### src/rtl/charchk_pkg.sv
// Shared constants and state encoding for the cyclic character checker.
// Active-level constants, default sequence bounds and tracker states.
package charchk_pkg;

    localparam logic N_T = 1'b0;
    localparam logic N_F = 1'b1;

    localparam logic [7:0] FIRSTCHAR_DEF = 8'h61;
    localparam logic [7:0] LASTCHAR_DEF  = 8'h7a;

    typedef enum logic [1:0] {
        ST_HUNT  = 2'd0,
        ST_TRACK = 2'd1,
        ST_HALT  = 2'd2
    } state_e;

    // Successor in the cyclic sequence; the wrap check wins over +1.
    function automatic logic [7:0] seq_succ(
        input logic [7:0] c,
        input logic [7:0] first,
        input logic [7:0] last
    );
        return (c == last) ? first : c + 8'd1;
    endfunction

endpackage

### src/rtl/charchk.sv
// Cyclic character sequence checker fed from a show-ahead FIFO.
// Define CHARCHK_STOP_ON_ERR_EN to halt on the first tracking mismatch.
module charchk
    import charchk_pkg::*;
#(
    parameter logic [7:0] LASTCHAR  = LASTCHAR_DEF,
    parameter logic [7:0] FIRSTCHAR = FIRSTCHAR_DEF
) (
    input  logic        clk,
    input  logic        n_rst,
    input  logic [7:0]  port,
    input  logic        n_cs,
    output logic        n_rd,
    output logic        n_lock,
    output logic        n_err,
    output logic [15:0] err_cnt,
    output logic [15:0] rx_cnt
);

    state_e      state_q, state_d;
    logic [7:0]  exp_q, exp_d;
    logic        rd_en_q, rd_en_d;
    logic        n_err_q, n_err_d;
    logic [15:0] err_cnt_q, err_cnt_d;
    logic [15:0] rx_cnt_q, rx_cnt_d;
    logic        acc;

    // Pop only a non-empty FIFO, never in HALT, never while in reset.
    assign n_rd    = (!n_cs && rd_en_q && n_rst) ? N_T : N_F;
    assign acc     = (n_rd == N_T);
    assign n_lock  = (state_q == ST_TRACK) ? N_T : N_F;
    assign n_err   = n_err_q;
    assign err_cnt = err_cnt_q;
    assign rx_cnt  = rx_cnt_q;

    // Next-state, expected byte and counter updates on an accepted byte.
    always_comb begin
        state_d   = state_q;
        exp_d     = exp_q;
        n_err_d   = n_err_q;
        err_cnt_d = err_cnt_q;
        rx_cnt_d  = rx_cnt_q;
        if (acc) begin
            rx_cnt_d = rx_cnt_q + 16'd1;
            unique case (state_q)
                ST_HUNT: begin
                    if (port == FIRSTCHAR) begin
                        state_d = ST_TRACK;
                        exp_d   = seq_succ(FIRSTCHAR, FIRSTCHAR, LASTCHAR);
                    end
                end
                ST_TRACK: begin
                    if (port == exp_q) begin
                        exp_d = seq_succ(exp_q, FIRSTCHAR, LASTCHAR);
                    end else begin
                        n_err_d = N_T;
                        if (err_cnt_q != 16'hFFFF) begin
                            err_cnt_d = err_cnt_q + 16'd1;
                        end
`ifdef CHARCHK_STOP_ON_ERR_EN
                        state_d = ST_HALT;
                        exp_d   = FIRSTCHAR;
`else
                        if (port == FIRSTCHAR) begin
                            state_d = ST_TRACK;
                            exp_d   = seq_succ(FIRSTCHAR, FIRSTCHAR, LASTCHAR);
                        end else begin
                            state_d = ST_HUNT;
                            exp_d   = FIRSTCHAR;
                        end
`endif
                    end
                end
                default: begin
                    state_d = state_q;
                end
            endcase
        end
    end

    // Read enable is registered so HALT closes the pop gate next cycle.
    always_comb begin
        rd_en_d = (state_d != ST_HALT);
    end

    // State, expected byte, sticky error flag and counters.
    always_ff @(posedge clk or negedge n_rst) begin
        if (!n_rst) begin
            state_q   <= ST_HUNT;
            exp_q     <= FIRSTCHAR;
            rd_en_q   <= 1'b1;
            n_err_q   <= N_F;
            err_cnt_q <= 16'd0;
            rx_cnt_q  <= 16'd0;
        end else begin
            state_q   <= state_d;
            exp_q     <= exp_d;
            rd_en_q   <= rd_en_d;
            n_err_q   <= n_err_d;
            err_cnt_q <= err_cnt_d;
            rx_cnt_q  <= rx_cnt_d;
        end
    end

endmodule

### config.mk
export PLATFORM = sky130hd
export DESIGN_NAME = charchk
export DESIGN_NICKNAME = d
export VERILOG_FILES = /design/src/rtl/charchk_pkg.sv /design/src/rtl/charchk.sv
export SDC_FILE = /design/constraint.sdc
export NUM_CORES = 1
export LEC_CHECK = 0
export CAP_MARGIN = 5
export CORE_UTILIZATION = 51
export DETAILED_ROUTE_END_ITERATION = 6
export PLACE_DENSITY_LB_ADDON = 0.1
export SKIP_LAST_GASP = 1
export SLEW_MARGIN = 20
export SYNTH_ARGS = -nofsm -noshare
export SYNTH_HDL_FRONTEND = slang
export SYNTH_SLANG_ARGS = --single-unit
### constraint.sdc
create_clock -name clk -period 2.1 [get_ports clk]
set_input_delay 0.63 -clock clk [delete_from_list [all_inputs] [get_ports clk]]
set_output_delay 0.63 -clock clk [all_outputs]
set_load 0.02 [all_outputs]
==> results of run 1 <==
## sequential cells by signal, indices dropped and copies added (netlist names), named ones only
register,cells
exp_q,8
rd_en_q,1
rx_cnt,16
n_err,1
err_cnt,16
## worst max-delay path by stage
| stage | to | slack, ns | depth (start not counted) |
|---|---|---|---|
| final | err_cnt[12]$_DFFE_PN0P_ | -0.05 | 8 |
| after global routing | err_cnt[12]$_DFFE_PN0P_ | -0.14 | 8 |
| after CTS | n_rd | -0.04 | 4 |
| after detailed placement | exp_q[3]$_DFFE_PN0P_ | -0.38 | 7 |
| after global placement | n_rd | -0.37 | 4 |
| after floorplan | err_cnt[14]$_DFFE_PN0P_ | 0.21 | 7 |
## placed cells by master, fill, tap and decap left out, drive strengths merged, types with 6 or more instances in the layout
master and count:
and3 6, buf 28, clkdlybuf4s50 41, dfrtp 39
inv 10, nand2 21, nand3 19, nand4 7
nor2 14, nor3 9, xnor2 18, xor2 18
## power by group through the flow
stage / clock [mW] / combinational, mW / sequential [mW]
after floorplan: 0 / 0.134 / 1.07
after global placement: 0 / 0.372 / 1.02
after detailed placement: 0 / 0.378 / 1.02
after CTS: 0.685 / 0.379 / 1.00
after global routing: 0.723 / 0.423 / 1.02
final: 0.668 / 0.394 / 1.01
## kinds of logic after synthesis
group | count (synthesis) | synth area share
AOI/OAI and AO/OA | 20 | 0.0666
xor gates and xnor gates | 36 | 0.139
adders and majority gates | 4 | 0.0220
buffers and inverters | 17 | 0.0358
DFF | 44 | 0.487
muxes | 2 | 0.00991
and+or+nand+nor | 96 | 0.240
## timing repair
| item | CTS | global route |
|---|---|---|
| cloned | 0 | 1 |
| buffers inserted | 1 | 5 |
| pin swaps | 0 | 6 |
| resized for setup | 6 | 18 |
| setup endpoints to repair | 9 | 26 |
## area by class of cell
| type | instances | area [um2] | area share |
|---|---|---|---|
| multi-input cells | 159 | 1170 | 0.373 |
| flip-flops and latches | 44 | 1110 | 0.354 |
| repair buffers | 71 | 644 | 0.206 |
| clock buffers | 5 | 68.8 | 0.0220 |
| well taps | 50 | 62.6 | 0.0200 |
| clock inverters | 3 | 46.3 | 0.0148 |
| inverters | 9 | 33.8 | 0.0108 |
## metal layers
metal / global-route usage / part of all wire / vias up
met1: 0.281 / 0.46 / 897
met3: 0.0592 / 0.043 / 6
met2: 0.366 / 0.49 / 45
li1: - / - / 903
met4: 0.0612 / 0.011 / 0
met5: 0 / 0 / -
## per-stage QoR
step           hold WS (ns)   util  power (mW)  std cells
2_1_floorplan         0.334      -        1.20        219
3_3_place_gp          0.397  0.696        1.39        326
3_5_place_dp          0.400  0.696        1.40        326
4_1_cts               0.418  0.726        2.07        335
5_1_grt               0.445  0.756        2.16        341
6_report              0.415  0.756        2.07        341
==> qor.csv, run 1 <==
stage;metric;value;unit
pwr;Int Pwr;1.48;mW
yosys;Synth area leaders;dfrtp_1 (43%), xnor2_1 (6.9%), xor2_1 (6.9%);
worst_setup_path;Worst Path Max Fanout;4;
worst_setup_path;FF-to-FF path depth;7;
yosys;top-count cell post-synth;dfrtp_1;
die;starting density of the core;0.548;
global_routing;Overflow after GRT;0;
status;outcome;finished with violations;
timing;Max-slew headroom;0.630;
timing;setup violators final;1;
yosys;gate count after technology mapping;219;
timing;unrepaired setup endpoints after global routing;true;
detailed_routing;DR pass1 iterations;6;
worst_setup_path;R2R setup slack;0.15;ns
detailed_routing;First DRT Iteration DRCs;121;
finish;fraction of layout cells with a size suffix above 1;0.230;
pwr;PD cells;660;nW/um2
status;failing checks;setup timing;
timing;FMAX;0.465;GHz
yosys;Yosys top cell area share;0.430;
die;die area;4730;um2
worst_setup_path;Worst path slowest cell;clkdlybuf4s50_1;
place;placed cell areas;2880;um2
worst_setup_path;slowest stage delay, CP;0.54;ns
clocking;clk buf depth;2;
yosys;Distinct cells, synth;42;
worst_setup_path;CP Cell Sequence;clkdlybuf4s50_1 -> xnor2_1 -> nand4_1 -> buf_4 -> o21ai_2 -> buf_4 -> nor4_1 -> xor2_1;
finish;Fillers;289;
global_routing;largest net degree at the start of global routing;45;
worst_setup_path;launch point of the worst reg-to-reg path;err_cnt[0]$_DFFE_PN0P_;
worst_setup_path;WP buf/inv;3;
min_path;hold depth;0;
place;number of I/O port buffers;45;
global_routing;GRT Total Usage;0.220;
clocking;clk slew on worst S/H paths;0.09;ns
yosys;Post-synth EDFFs;0;
worst_setup_path;Crit path required time;2.33;ns
worst_setup_path;end of the worst register-to-register path;err_cnt[12]$_DFFE_PN0P_;
timing;Max Transition Viols Final;0;
detailed_routing;Antenna Nets Post-Route;0;
clocking;CTS Sinks;44;
global_routing;initial antenna violation count;0;
die;Die H;68.7;um
yosys;commonest cells in the netlist;dfrtp_1 (39), nand2_1 (21), nand3_1 (19);
die;io pins;46;
pwr;Psw;0.589;mW
timing;setup TNS;-0.0519;ns
clocking;H-tree depth reported by CTS;2;
timing;Final Skew;0.0124;ns
pwr;Clk network pwr share;0.323;
worst_setup_path;crit start category;input pin;
pwr;Gate power share;0.191;
detailed_routing;Total Wirelength;4900;um
yosys;post-synth top area cell;dfrtp_1;
pwr;Lkg Pwr;1.41;nW
timing;min Tclk post-route;2.15;ns
pwr;Sw Share;0.285;
worst_setup_path;Worst Path Arrival;2.38;ns
yosys;Mapped Nets;234;
clocking;CTS buffer count;5;
timing;final worst slack;-0.0519;ns
yosys;Seq cells post-synth;44;
yosys;post-synthesis sequential area ratio;0.487;
yosys;mapped cell area;2270;um2
min_path;Min-Delay Path Class;reg -> reg;
worst_setup_path;Critical Path End Type;flop;
finish;nets;305;
worst_setup_path;CP delay by family, top;buffers and inverters;
detailed_routing;Vias;1851;
global_routing;vias in the first global route;1656;
die;die width;68.7;um
die;core area;4140;um2
job;Max Cap Viol;0;
detailed_routing;drc violations;0;
timing;Final Hold Viols;0;
clocking;Hold-fix buffers, CTS;0;
finish;Area Overhead vs Synth;37.8;%
detailed_routing;vias per cell;5.43;
timing;Tcrit/Tclk final;1.02;
clocking;CTS tree;done;
worst_setup_path;critical path launch point;port[4];
yosys;Avg Cell Area, Syn;10.4;um2
yosys;ys flop type;dfrtp_1;
worst_setup_path;most used cell, CP;buf_4;
die;row count;23;
timing;actual slew at the worst max-slew pin;0.555;ns
global_routing;first-pass GRT wire length;7570;um
detailed_routing;WL/cell;14.4;um
place;hpwl dp;3310;um
yosys;Async SR Flop Fraction;1.00;
pwr;power share of the sequential group;0.486;
pwr;Worst IR Drop VDD;0.559;mV
clocking;Clock Latency Late Sink;0.31;ns
clocking;Root Driver;clkbuf_8;
yosys;yosys warns;0;
finish;post-layout instance area;3130;um2
finish;n_diodes;0;
place;gpl congestion;0.792;
place;pre-CTS setup slack;-0.383;ns
worst_setup_path;CP Class;in -> reg;
(Power assumes the default switching activity.)
==> run 2: changes to the inputs <==
- CAP_MARGIN: 5 -> default
- TNS_END_PERCENT: default -> 100
==> results of run 2 <==
Final layout, timing and power as in run 1 (identical DEF).
